## src/rtl/ga_pkg.sv

```systemverilog
// Shared constants and types for the gate-array sync and interrupt stage.
// Holds the GA command decode, 52-line counter limits and the mode type.
package ga_pkg;

    localparam logic [1:0] GA_CMD_MODE    = 2'b10;
    localparam int         GA_INT_RST_BIT = 4;

    localparam logic [5:0] R52_WRAP        = 6'd52;
    localparam logic [5:0] R52_SYNC_THRESH = 6'd32;

    typedef logic [1:0] MODE_T;

endpackage

```

## src/rtl/ga_sync_shaper.sv

```systemverilog
// One sync channel: edge-samples a CRTC sync on CE, counts events while the
// sync is high and emits a delayed, width-limited registered monitor sync.
// Ports: CLOCK, RESET, ce (character enable), sync_in (raw CRTC sync),
//        tick (count event, already CE-qualified), rise/fall (edge strobes,
//        CE-qualified), mon (shaped monitor sync).
module ga_sync_shaper #(
    parameter int DELAY = 2,
    parameter int WIDTH = 4
) (
    input  logic CLOCK,
    input  logic RESET,
    input  logic ce,
    input  logic sync_in,
    input  logic tick,
    output logic rise,
    output logic fall,
    output logic mon
);

    localparam logic [3:0] WIN_LO = 4'(DELAY);
    localparam logic [3:0] WIN_HI = 4'(DELAY + WIDTH);

    logic       prev;
    logic [3:0] cnt;
    logic [3:0] cnt_nxt;

    assign rise = ce & sync_in & ~prev;
    assign fall = ce & ~sync_in & prev;

    // The rising edge restarts the count; otherwise count while high and
    // park at 15 so a long sync never wraps back into the window.
    always_comb begin
        cnt_nxt = cnt;
        if (rise) begin
            cnt_nxt = 4'd0;
        end else if (tick && sync_in && (cnt != 4'hF)) begin
            cnt_nxt = cnt + 4'd1;
        end
    end

    always_ff @(posedge CLOCK) begin
        if (RESET) begin
            prev <= 1'b0;
            cnt  <= 4'd0;
            mon  <= 1'b0;
        end else if (ce) begin
            prev <= sync_in;
            cnt  <= cnt_nxt;
            mon  <= sync_in & (cnt_nxt >= WIN_LO) & (cnt_nxt < WIN_HI);
        end
    end

endmodule

```

## src/rtl/ga_sync_irq.sv

```systemverilog
// Gate-array sync/interrupt stage behind the 6845: raster interrupt counter,
// monitor HSYNC/VSYNC shaping and the line-start screen mode latch.
// Ports: CLOCK, RESET (sync, active high), CE_1M, CRTC_HSYNC, CRTC_VSYNC,
//        GA_WR/GA_DI (GA write), INT_ACK -> INT, MON_HSYNC, MON_VSYNC,
//        MODE, R52 (line counter).
import ga_pkg::*;

module ga_sync_irq #(
    parameter int HS_DELAY = 2,
    parameter int HS_WIDTH = 4,
    parameter int VS_DELAY = 2,
    parameter int VS_WIDTH = 4
) (
    input  logic       CLOCK,
    input  logic       RESET,
    input  logic       CE_1M,
    input  logic       CRTC_HSYNC,
    input  logic       CRTC_VSYNC,
    input  logic       GA_WR,
    input  logic [7:0] GA_DI,
    input  logic       INT_ACK,
    output logic       INT,
    output logic       MON_HSYNC,
    output logic       MON_VSYNC,
    output logic [1:0] MODE,
    output logic [5:0] R52
);

    localparam logic [1:0] VDLY_INIT = 2'(VS_DELAY);

    logic       hs_rise;
    logic       hs_fall;
    logic       vs_rise;
    logic       vs_fall;
    logic       cmd;
    logic       int_clr;
    logic       expire;
    logic       irq_set;
    logic       int_nxt;
    logic [1:0] vdly;
    logic [5:0] r52_inc;
    logic [5:0] r52_nxt;
    MODE_T      pend_mode;
    logic       unused_ok;

    ga_sync_shaper #(
        .DELAY (HS_DELAY),
        .WIDTH (HS_WIDTH)
    ) u_hs (
        .CLOCK   (CLOCK),
        .RESET   (RESET),
        .ce      (CE_1M),
        .sync_in (CRTC_HSYNC),
        .tick    (CE_1M),
        .rise    (hs_rise),
        .fall    (hs_fall),
        .mon     (MON_HSYNC)
    );

    ga_sync_shaper #(
        .DELAY (VS_DELAY),
        .WIDTH (VS_WIDTH)
    ) u_vs (
        .CLOCK   (CLOCK),
        .RESET   (RESET),
        .ce      (CE_1M),
        .sync_in (CRTC_VSYNC),
        .tick    (hs_fall),
        .rise    (vs_rise),
        .fall    (vs_fall),
        .mon     (MON_VSYNC)
    );

    assign unused_ok = ^{GA_DI[5], GA_DI[3:2], vs_fall};

    assign cmd     = GA_WR & (GA_DI[7:6] == GA_CMD_MODE);
    assign int_clr = cmd & GA_DI[GA_INT_RST_BIT];
    assign expire  = hs_fall & (vdly == 2'd1);
    assign r52_inc = R52 + 6'd1;

    always_comb begin
        r52_nxt = R52;
        irq_set = 1'b0;
        if (hs_fall) begin
            if (expire) begin
                r52_nxt = 6'd0;
                irq_set = (R52 >= R52_SYNC_THRESH);
            end else if (r52_inc == R52_WRAP) begin
                r52_nxt = 6'd0;
                irq_set = 1'b1;
            end else begin
                r52_nxt = r52_inc;
            end
        end
        // Ack loses to a same-cycle set but still strips bit 5.
        if (INT_ACK) begin
            r52_nxt[5] = 1'b0;
        end
        int_nxt = irq_set ? 1'b1 : (INT_ACK ? 1'b0 : INT);
        if (int_clr) begin
            r52_nxt = 6'd0;
            int_nxt = 1'b0;
        end
    end

    always_ff @(posedge CLOCK) begin
        if (RESET) begin
            vdly <= 2'd0;
        end else if (vs_rise) begin
            vdly <= VDLY_INIT;
        end else if (hs_fall && (vdly != 2'd0)) begin
            vdly <= vdly - 2'd1;
        end
    end

    always_ff @(posedge CLOCK) begin
        if (RESET) begin
            R52       <= 6'd0;
            INT       <= 1'b0;
            pend_mode <= 2'd0;
            MODE      <= 2'd0;
        end else begin
            R52 <= r52_nxt;
            INT <= int_nxt;
            if (cmd) begin
                pend_mode <= GA_DI[1:0];
            end
            // A write landing on the line start goes straight to MODE.
            if (hs_rise) begin
                MODE <= cmd ? GA_DI[1:0] : pend_mode;
            end
        end
    end

endmodule

```

## config.mk

```make
export PLATFORM = sky130hd
export DESIGN_NAME = ga_sync_irq
export DESIGN_NICKNAME = d
export VERILOG_FILES = /design/src/rtl/ga_pkg.sv /design/src/rtl/ga_sync_shaper.sv /design/src/rtl/ga_sync_irq.sv
export SDC_FILE = /design/constraint.sdc
export NUM_CORES = 1
export LEC_CHECK = 0
export CORE_UTILIZATION = 45
export CTS_CLUSTER_SIZE = 28
export DETAILED_ROUTE_END_ITERATION = 10
export PLACE_DENSITY_LB_ADDON = 0.15
export SLEW_MARGIN = 20
export SYNTH_ARGS = -nofsm -noshare
export SYNTH_HDL_FRONTEND = slang
export SYNTH_SLANG_ARGS = --single-unit
```

## constraint.sdc

```tcl
create_clock -name CLOCK -period 4.13 [get_ports CLOCK]
set_input_delay 1.239 -clock CLOCK [delete_from_list [all_inputs] [get_ports CLOCK]]
set_output_delay 1.239 -clock CLOCK [all_outputs]
set_load 0.05 [all_outputs]
```

==> results of run 1 <==
## sequential cells by signal (all words and copies together) (netlist names), 2 cells and up
register and count:
R52 6, u_hs.cnt 4, u_vs.cnt 4, MODE 2
pend_mode 2, vdly 2
## routing by layer
layer / GRT usage [%] / share of wire, % / wire, um / up-vias
li1: - / - / - / 576
met1: 23.0 / 47 / 1210 / 507
met2: 29.1 / 46 / 1190 / 30
met3: 3.26 / 5.2 / 134 / 4
met4: 8.01 / 1.4 / 37 / 0
met5: 0 / 0 / 0 / -
## worst min-delay path: cells and delay by family (launching register included)
kind / cells / cell delay (ps)
flip-flops: 1 / 330
AND/OR/NAND/NOR: 1 / 50
AO/OA/AOI/OAI: 1 / 60
## final cells by class
cell class	count	area, um^2
multi-input cells	111	763
repair buffers	22	220
fillers	257	1180
well taps	31	38.8
inverters	7	26.3
clock buffers	4	26.3
flip-flops and latches	25	500
## per-stage QoR
stage / hold slack (ps) / area, um^2
4_1_cts: 475 / 1580
5_1_grt: 491 / 1580
2_1_floorplan: 453 / 1310
6_report: 471 / 1580
3_3_place_gp: 454 / 1550
3_5_place_dp: 447 / 1550
## cell families (layout without fill, tap and decap cells)
family,after synthesis,after routing
AO/OA/AOI/OAI,33,33
AND/OR/NAND/NOR,61,61
XOR/XNOR,5,5
buffers and inverters,10,33
flip-flops,25,25
adder cells (fa/ha/maj),6,6
multiplexers,6,6
## synthesized netlist by cell type (all sizes together), types with 4 or more instances
cell / number
a21oi: 10
dfxtp: 25
ha: 6
inv: 7
mux2i: 4
nand2: 12
nand2b: 4
nand3: 5
nor2: 14
nor3b: 4
o21ai: 6
## how the worst max path moves through the flow
stage          slack (ps)                start  depth (start not counted)               endpoint
2_1_floorplan        1810                CE_1M                          6  u_vs.mon$_SDFFE_PP0P_
3_3_place_gp         1060                CE_1M                          5  u_vs.mon$_SDFFE_PP0P_
3_5_place_dp         1000                CE_1M                          5    R52[4]$_SDFFE_PP0P_
4_1_cts              1260  R52[3]$_SDFFE_PP0P_                          1                 R52[3]
5_1_grt              1140                CE_1M                          5    R52[4]$_SDFFE_PP0P_
6_report             1260  R52[3]$_SDFFE_PP0P_                          1                 R52[3]
## where the power goes
part           internal [W]  switching, W
registers          0.000246    0.00000357
clock network     0.0000377     0.0000691
logic             0.0000233     0.0000259
==> impl_metrics.yaml, run 1 <==
sta:
  fin_skew_ps: 1.69
  hold_viol: 0
  min_period_ps: 2870
  fin_tns_setup_ps: 0
  setup_viol: 0
  max_freq_ghz: 0.349
  worst_slew_pin_slew_ps: 572
  setup_ws_ps: 1260
  slew_viol_final: 0
  max_slew_margin_pct: 61.8
  rsz0062_at_grt: "no"
  post-route-period-util_pct: 69.4
clocking:
  ctsLongestPathBuffers: 2
  post-cts-setup-buffers: 0
  cts_tree: "yes"
  postCtsHoldBufs: 0
  cts_inserted_buffers: 3
  cts_sinks: 25
  cts_resized: 0
  cts_root_buffer: "clkbuf_4"
  clk-insertion-delay-late_ps: 310
  htree_levels: 1
  path_clk_slew_ps: 130
worst_setup_path:
  worstSetupEndpointType: "output port"
  cp_data_arrival_time_ps: 1630
  path_delay_family: "buffers and inverters"
  r2r_start: "R52[1]$_SDFFE_PP0P_"
  path_class: "flop to output port"
  cp_slowest_cell: "clkdlybuf4s50_1"
  crit_fanout: 8
  required_ps: 2890
  path_buf_inv: 1
  ff2ff_setup_slack_ps: 2420
  reg2regPathDepth: 5
  crit_chain: "clkdlybuf4s50_1"
  start_kind: "flop"
  cpPeakStageDelay_ps: 850
  r2r_end: "R52[4]$_SDFFE_PP0P_"
routing:
  wl_mm: 2.58
  via_per_inst: 5.59
  wl_per_cell_um: 12.9
  firstDrtPassIters: 4
  initialDrtViolationCount: 38
  drcViolationCount: 0
  antenna_left: 0
  vias: 1117
final_layout:
  drive_gt1_share_pct: 5.33
  final_cell_mix: "dfxtp_1, clkdlybuf4s50_1, nor2_1"
  layout-area-overhead-vs-synth_pct: 20.0
  finalCoreUtilization_pct: 57.1
  layout.nets: 191
  final-instance-count-excl-fill: 200
  diodes: 0
  layout_commonest_cell: "dfxtp_1"
place:
  place_inst: 196
  port_buffers: 22
  hpwlAfterDp_mm: 1.87
  gp_congestion: 0.797
  dp_slack_ps: 1000
synthesis:
  synth-main-ff-cell: "dfxtp_1"
  synth.cell_area_um2: 1310
  synth_top_area_cell: "dfxtp_1"
  synth_compound_area_share_pct: 17.1
  synth_area_leaders: "dfxtp_1, ha_1, nor2_1, a21oi_1, nand2_1"
  yosysSeqAreaShare_pct: 38.1
  synth-xor-area-share_pct: 3.34
  async_reset_ff_share_pct: 0
  post_synth.cell_area_avg_um2: 8.99
  synth_mux_area_share_pct: 5.05
  synth_top_family_by_area: "simple AND/OR/NAND/NOR gates"
  synth_warnings: 0
  synth-seq-cells: 25
  yosysUniqueCellTypes: 46
  synthAdderAreaFrac_pct: 5.72
  netlist.area_leader.share_pct: 38.1
  synthesis.nets: 167
  synthSimpleGateAreaFrac_pct: 27.0
  synth_enable_flop_cells: 0
  syn_inst: 146
power_and_ir_drop:
  ir_drop_v: 0.000191
  powerDensity_nw_per_um2: 258
  p_leak_nw: 0.568
  power_w: 0.000406
worst_hold_path:
  hold_path_depth: 2
  hp-start: "u_vs.mon$_SDFFE_PP0P_"
  hold_path.class: "flop to flop"
  holdPathEnd: "u_vs.mon$_SDFFE_PP0P_"
job:
  max-cap-violations: 0
floorplan:
  pin_count: 26
  die_x_um: 56.0
  fp.dieH_um: 56.0
  die_area_um2: 3140
  rows: 19
  fp.coreArea_um2: 2760
  start_util_pct: 47.6
grt:
  grt-ovfl-total: 0
  grt_usage_pct: 17.9
  antenna_found_initial: 0
  grt_pass1_vias: 1039
  grt_pass1_wl_mm: 4.53
  grt_max_degree: 15
run_status:
  status: "finished clean"
(Power assumes the default switching activity.)
==> inputs of run 2 (changes only) <==
==> constraint.sdc (replaced) <==
create_clock -name CLOCK -period 2.5 [get_ports CLOCK]
set_input_delay 0.75 -clock CLOCK [delete_from_list [all_inputs] [get_ports CLOCK]]
set_output_delay 0.75 -clock CLOCK [all_outputs]
set_load 0.05 [all_outputs]
==> run 2 against run 1 <==
Critical path depth is the same. Critical path type unchanged. Via count increased by 0.98%. Largest cell class unchanged. Sequential power is 65% higher.
==> impl_metrics.yaml, run 2 (same netlist as run 1, synthesis figures left out) <==
worst_setup_path:
  cpPeakStageDelay_ps: 850
  required_ps: 1750
  path_buf_inv: 1
  path_class: "flop to output port"
  r2r_start: "R52[1]$_SDFFE_PP0P_"
  cp_data_arrival_time_ps: 1650
  crit_start: "R52[3]$_SDFFE_PP0P_"
  path_delay_family: "buffers and inverters"
  crit_chain: "clkdlybuf4s50_1"
  start_kind: "flop"
  crit_fanout: 8
  cp_slowest_cell: "clkdlybuf4s50_1"
  worstSetupEndpointType: "output port"
final_layout:
  final_cell_area_um2: 1630
  diodes: 0
  largest_reg_flops: 6
  layout-area-overhead-vs-synth_pct: 24.0
  top_regs: "R52 (6), u_hs.cnt (4), u_vs.cnt (4)"
  layout_commonest_cell: "dfxtp_1"
  drive_gt1_share_pct: 9.09
  final_cell_mix: "dfxtp_1, clkdlybuf4s50_1, nor2_1"
  finalCoreUtilization_pct: 59.0
  top_register: "R52"
  layout.nets: 198
grt:
  antenna_found_initial: 0
  grt_max_degree: 15
  grt_pass1_wl_mm: 4.58
  grt-ovfl-total: 0
  grt_usage_pct: 17.7
  grt_pass1_vias: 1057
place:
  hpwlAfterDp_mm: 1.97
  port_buffers: 22
  dp_slack_ps: 54.4
  gp_congestion: 0.776
  placed_area_um2: 1600
power_and_ir_drop:
  switching_share_pct: 24.5
  comb_power_share_pct: 12.8
  seqPwrFrac_pct: 60.8
  ir_drop_v: 0.000351
  pwr-share-clk_pct: 26.4
  intPower_w: 0.000513
  p_leak_nw: 0.603
  powerDensity_nw_per_um2: 418
  power_switching_w: 0.000167
routing:
  wl_per_cell_um: 12.5
  firstDrtPassIters: 4
  vias: 1128
  via_per_inst: 5.45
  antenna_left: 0
  drcViolationCount: 0
  wl_mm: 2.58
  initialDrtViolationCount: 22
floorplan:
  die_x_um: 56.0
  start_util_pct: 47.6
  pin_count: 26
  die_area_um2: 3140
  fp.coreArea_um2: 2760
  fp.dieH_um: 56.0
  rows: 19
sta:
  hold_viol: 0
  hold_ws_ps: 489
  slew_viol_final: 0
  post-route-period-util_pct: 96.0
  max_slew_margin_pct: 62.5
  setup_viol: 0
  fin_tns_setup_ps: 0
  setup_ws_ps: 99.0
  worst_slew_pin_slew_ps: 561
  max_freq_ghz: 0.417
  fin_skew_ps: 4.29
  min_period_ps: 2400
  rsz0062_at_grt: "no"
clocking:
  cts_inserted_buffers: 3
  clk-insertion-delay-late_ps: 320
  htree_levels: 1
  ctsLongestPathBuffers: 2
  cts_tree: "yes"
  cts_sinks: 25
  postCtsHoldBufs: 0
  path_clk_slew_ps: 130
  cts_root_buffer: "clkbuf_4"
  post-cts-setup-buffers: 0
  cts_resized: 0
worst_hold_path:
  hold_path.class: "flop to flop"
  hp-start: "u_vs.prev$_SDFFE_PP0P_"
run_status:
  status: "finished clean"
job:
  max-cap-violations: 0
run 2: path summary, 6_finish.rpt:
kind	slack, ps	depth (start not counted)	to
setup / recovery	100	1	R52[3]
hold / removal	490	2	u_vs.prev$_SDFFE_PP0P_
setup reg to reg	850	5	R52[4]$_SDFFE_PP0P_
hold reg to reg	490	2	u_vs.prev$_SDFFE_PP0P_
run 2: area by class of cell:
| type | count | area, um^2 |
|---|---|---|
| Fill cell | 255 | 1130 |
| Inverter | 7 | 26.3 |
| Clock buffer | 4 | 26.3 |
| Multi-Input combinational cell | 111 | 763 |
| Timing Repair Buffer | 29 | 273 |
| Sequential cell | 25 | 500 |
| Tap cell | 31 | 38.8 |
run 2: power groups by stage:
stage	sequential (W)	combinational (W)	clock, W
2_1_floorplan	0.000431	0.0000398	0
3_3_place_gp	0.000422	0.0000851	0
3_5_place_dp	0.000422	0.0000875	0
4_1_cts	0.000413	0.0000878	0.000188
5_1_grt	0.000415	0.0000944	0.000205
6_report	0.000413	0.0000869	0.000180
run 2: worst min-delay path, cell delays in order, from the launching register on:
cell	delay (ps)
dfxtp_1	340
nand2b_1	70
a21oi_1	50
run 2: stage by stage:
stage	power, W	cells
after floorplan	0.000471	146
after global placement	0.000507	203
after detailed placement	0.000510	203
after CTS	0.000690	207
after global routing	0.000715	207
final	0.000680	207
run 2: layer usage:
metal  vias up  track usage, %  share of wire, %
met5         -               0                 0
met4         0            3.14              0.58
met3         3            4.42               4.3
met2        18            29.3                46
met1       518            23.7                49
li1        589               -                 -
==> inputs of run 3 (changes only) <==
--- a/config.mk
+++ b/config.mk
@@ -5,6 +5,7 @@
 export SDC_FILE = /design/constraint.sdc
 export NUM_CORES = 1
 export LEC_CHECK = 0
+export ABC_AREA = 1
 export CORE_UTILIZATION = 45
 export CTS_CLUSTER_SIZE = 28
 export DETAILED_ROUTE_END_ITERATION = 10
==> run 3 against run 2 <==
Final area down 0.23%. Register-to-register slack better by 100 ps. Clock-buffer cell count unchanged. Critical endpoint unchanged. Largest power group unchanged. Highest routed layer unchanged.
==> impl_metrics.yaml, run 3 <==
worst_hold_path:
  hold_path_depth: 2
  hold_path.class: "flop to flop"
worst_setup_path:
  reg2regPathDepth: 10
  start_kind: "flop"
  crit_chain: "clkdlybuf4s50_1"
  path_delay_family: "buffers and inverters"
  worstSetupEndpointType: "output port"
  cp_data_arrival_time_ps: 1600
  cp_num_cells: 1
  crit_fanout: 5
  path_buf_inv: 1
  cpPeakStageDelay_ps: 840
  cp_slowest_cell: "clkdlybuf4s50_1"
  path_class: "flop to output port"
  required_ps: 1750
clocking:
  postCtsHoldBufs: 0
  cts_resized: 0
  post-cts-setup-buffers: 0
  cts_inserted_buffers: 3
  path_clk_slew_ps: 140
  clk-insertion-delay-late_ps: 310
  htree_levels: 1
  cts_root_buffer: "clkbuf_4"
  ctsLongestPathBuffers: 2
  cts_tree: "yes"
  cts_sinks: 25
final_layout:
  diodes: 0
  layout-area-overhead-vs-synth_pct: 22.3
  final_cell_mix: "nand2_1, inv_1, dfxtp_1"
  largest_reg_flops: 6
  fillers: 269
  top_regs: "R52 (6), u_hs.cnt (4), u_vs.cnt (4)"
  finalCoreUtilization_pct: 58.4
  final_cell_area_um2: 1620
  drive_gt1_share_pct: 4.91
  layout.nets: 246
  top_register: "R52"
  layout_commonest_cell: "nand2_1"
sta:
  hold_viol: 0
  fin_skew_ps: 3.17
  setup_ws_ps: 152
  fin_tns_setup_ps: 0
  max_freq_ghz: 0.426
  max_slew_margin_pct: 66.8
  min_period_ps: 2350
  setup_viol: 0
  post-route-period-util_pct: 93.9
  slew_viol_final: 0
  worst_slew_pin_slew_ps: 497
  rsz0062_at_grt: "no"
routing:
  initialDrtViolationCount: 62
  wl_per_cell_um: 10.9
  antenna_left: 0
  vias: 1233
  firstDrtPassIters: 4
  via_per_inst: 4.84
  wl_mm: 2.77
  drcViolationCount: 0
floorplan:
  die_area_um2: 3170
  fp.dieH_um: 56.3
  fp.coreArea_um2: 2780
  rows: 19
  start_util_pct: 47.7
  die_x_um: 56.3
  pin_count: 26
place:
  port_buffers: 22
  dp_slack_ps: 221
  hpwlAfterDp_mm: 2.13
  placed_area_um2: 1600
  gp_congestion: 0.845
synthesis:
  synth_warnings: 0
  ys_top_cells_by_count: "nand2_1, inv_1, dfxtp_1"
  syn_inst: 197
  synth.most_common_cell: "nand2_1"
  synth-main-ff-cell: "dfxtp_1"
  synth-seq-cells: 25
  yosysSeqAreaShare_pct: 37.7
  synthesis.nets: 218
  async_reset_ff_share_pct: 0
  synth.cell_area_um2: 1330
  synth_top_area_cell: "dfxtp_1"
  synth_enable_flop_cells: 0
  post_synth.cell_area_avg_um2: 6.74
  synth_area_leaders: "dfxtp_1, nand2_1, inv_1, a21oi_1, ha_1"
  netlist.area_leader.share_pct: 37.7
  yosysUniqueCellTypes: 22
grt:
  grt_pass1_wl_mm: 4.76
  grt_max_degree: 15
  grt_usage_pct: 18.6
  grt_pass1_vias: 1182
  grt-ovfl-total: 0
  antenna_found_initial: 0
power_and_ir_drop:
  powerDensity_nw_per_um2: 417
  p_leak_nw: 0.731
  ir_drop_v: 0.000355
run_status:
  status: "finished clean"
job:
  max-cap-violations: 0
## run 3: cell types whose count changed after synthesis, sizes merged, moves of 5 or more
| cell | previous run | this run |
|---|---|---|
| a21oi | 10 | 15 |
| inv | 7 | 38 |
| nand2 | 12 | 50 |
| nand3 | 5 | 15 |
| o21ai | 6 | 15 |
## run 3: worst paths after layout
kind	endpoint	start	slack [ps]
hold reg to reg	u_hs.mon$_SDFFE_PP0P_	u_hs.mon$_SDFFE_PP0P_	480
setup / recovery	R52[3]	R52[3]$_SDFFE_PP0P_	150
setup reg to reg	u_vs.mon$_SDFFE_PP0P_	u_vs.cnt[0]$_SDFFE_PP0P_	950
hold / removal	u_hs.mon$_SDFFE_PP0P_	u_hs.mon$_SDFFE_PP0P_	480
## run 3: metrics by stage
| step | cells | power, W | hold slack, ps |
|---|---|---|---|
| final | 255 | 0.000677 | 481 |
| after global routing | 255 | 0.000712 | 515 |
| after CTS | 255 | 0.000687 | 484 |
| after detailed placement | 251 | 0.000506 | 461 |
| after global placement | 251 | 0.000503 | 454 |
| after floorplan | 197 | 0.000468 | 448 |
## run 3: cell type report
| cell class | instances | area, um^2 | area share (%) |
|---|---|---|---|
| well taps | 31 | 38.8 | 2.39 |
| repair buffers | 26 | 250 | 15.4 |
| inverters | 38 | 143 | 8.78 |
| flip-flops and latches | 25 | 500 | 30.8 |
| multi-input cells | 131 | 666 | 41.0 |
| clock buffers | 4 | 26.3 | 1.62 |
## run 3: kinds of logic (layout without fill, tap and decap cells)
logic type      after synthesis  after routing  synth area share (%)
simple gates                 88             88                  28.5
buf+inv                      41             68                  12.2
compound gates               32             32                  12.7
flops                        25             25                  37.7
fa+ha+maj                     6              6                  5.65
xor+xnor                      5              5                  3.30
## run 3: per-layer routing
| metal | GRT usage [%] | share of wire (%) |
|---|---|---|
| met1 | 23.8 | 50 |
| met2 | 31.6 | 47 |
| met3 | 2.07 | 2.3 |
| met4 | 8.36 | 0.83 |
| met5 | 0 | 0 |
## run 3: power breakdown
part / leakage [nW] / switching [W] / internal, W
logic: 0.513 / 0.0000489 / 0.0000360
clock network: 0.0150 / 0.000118 / 0.0000622
registers: 0.203 / 0.00000491 / 0.000407
## run 3: worst min-delay path, delay by kind of cell (launching register included)
kind,cells,cell delay (ps)
simple gates,1,60
flops,1,340
compound gates,1,50
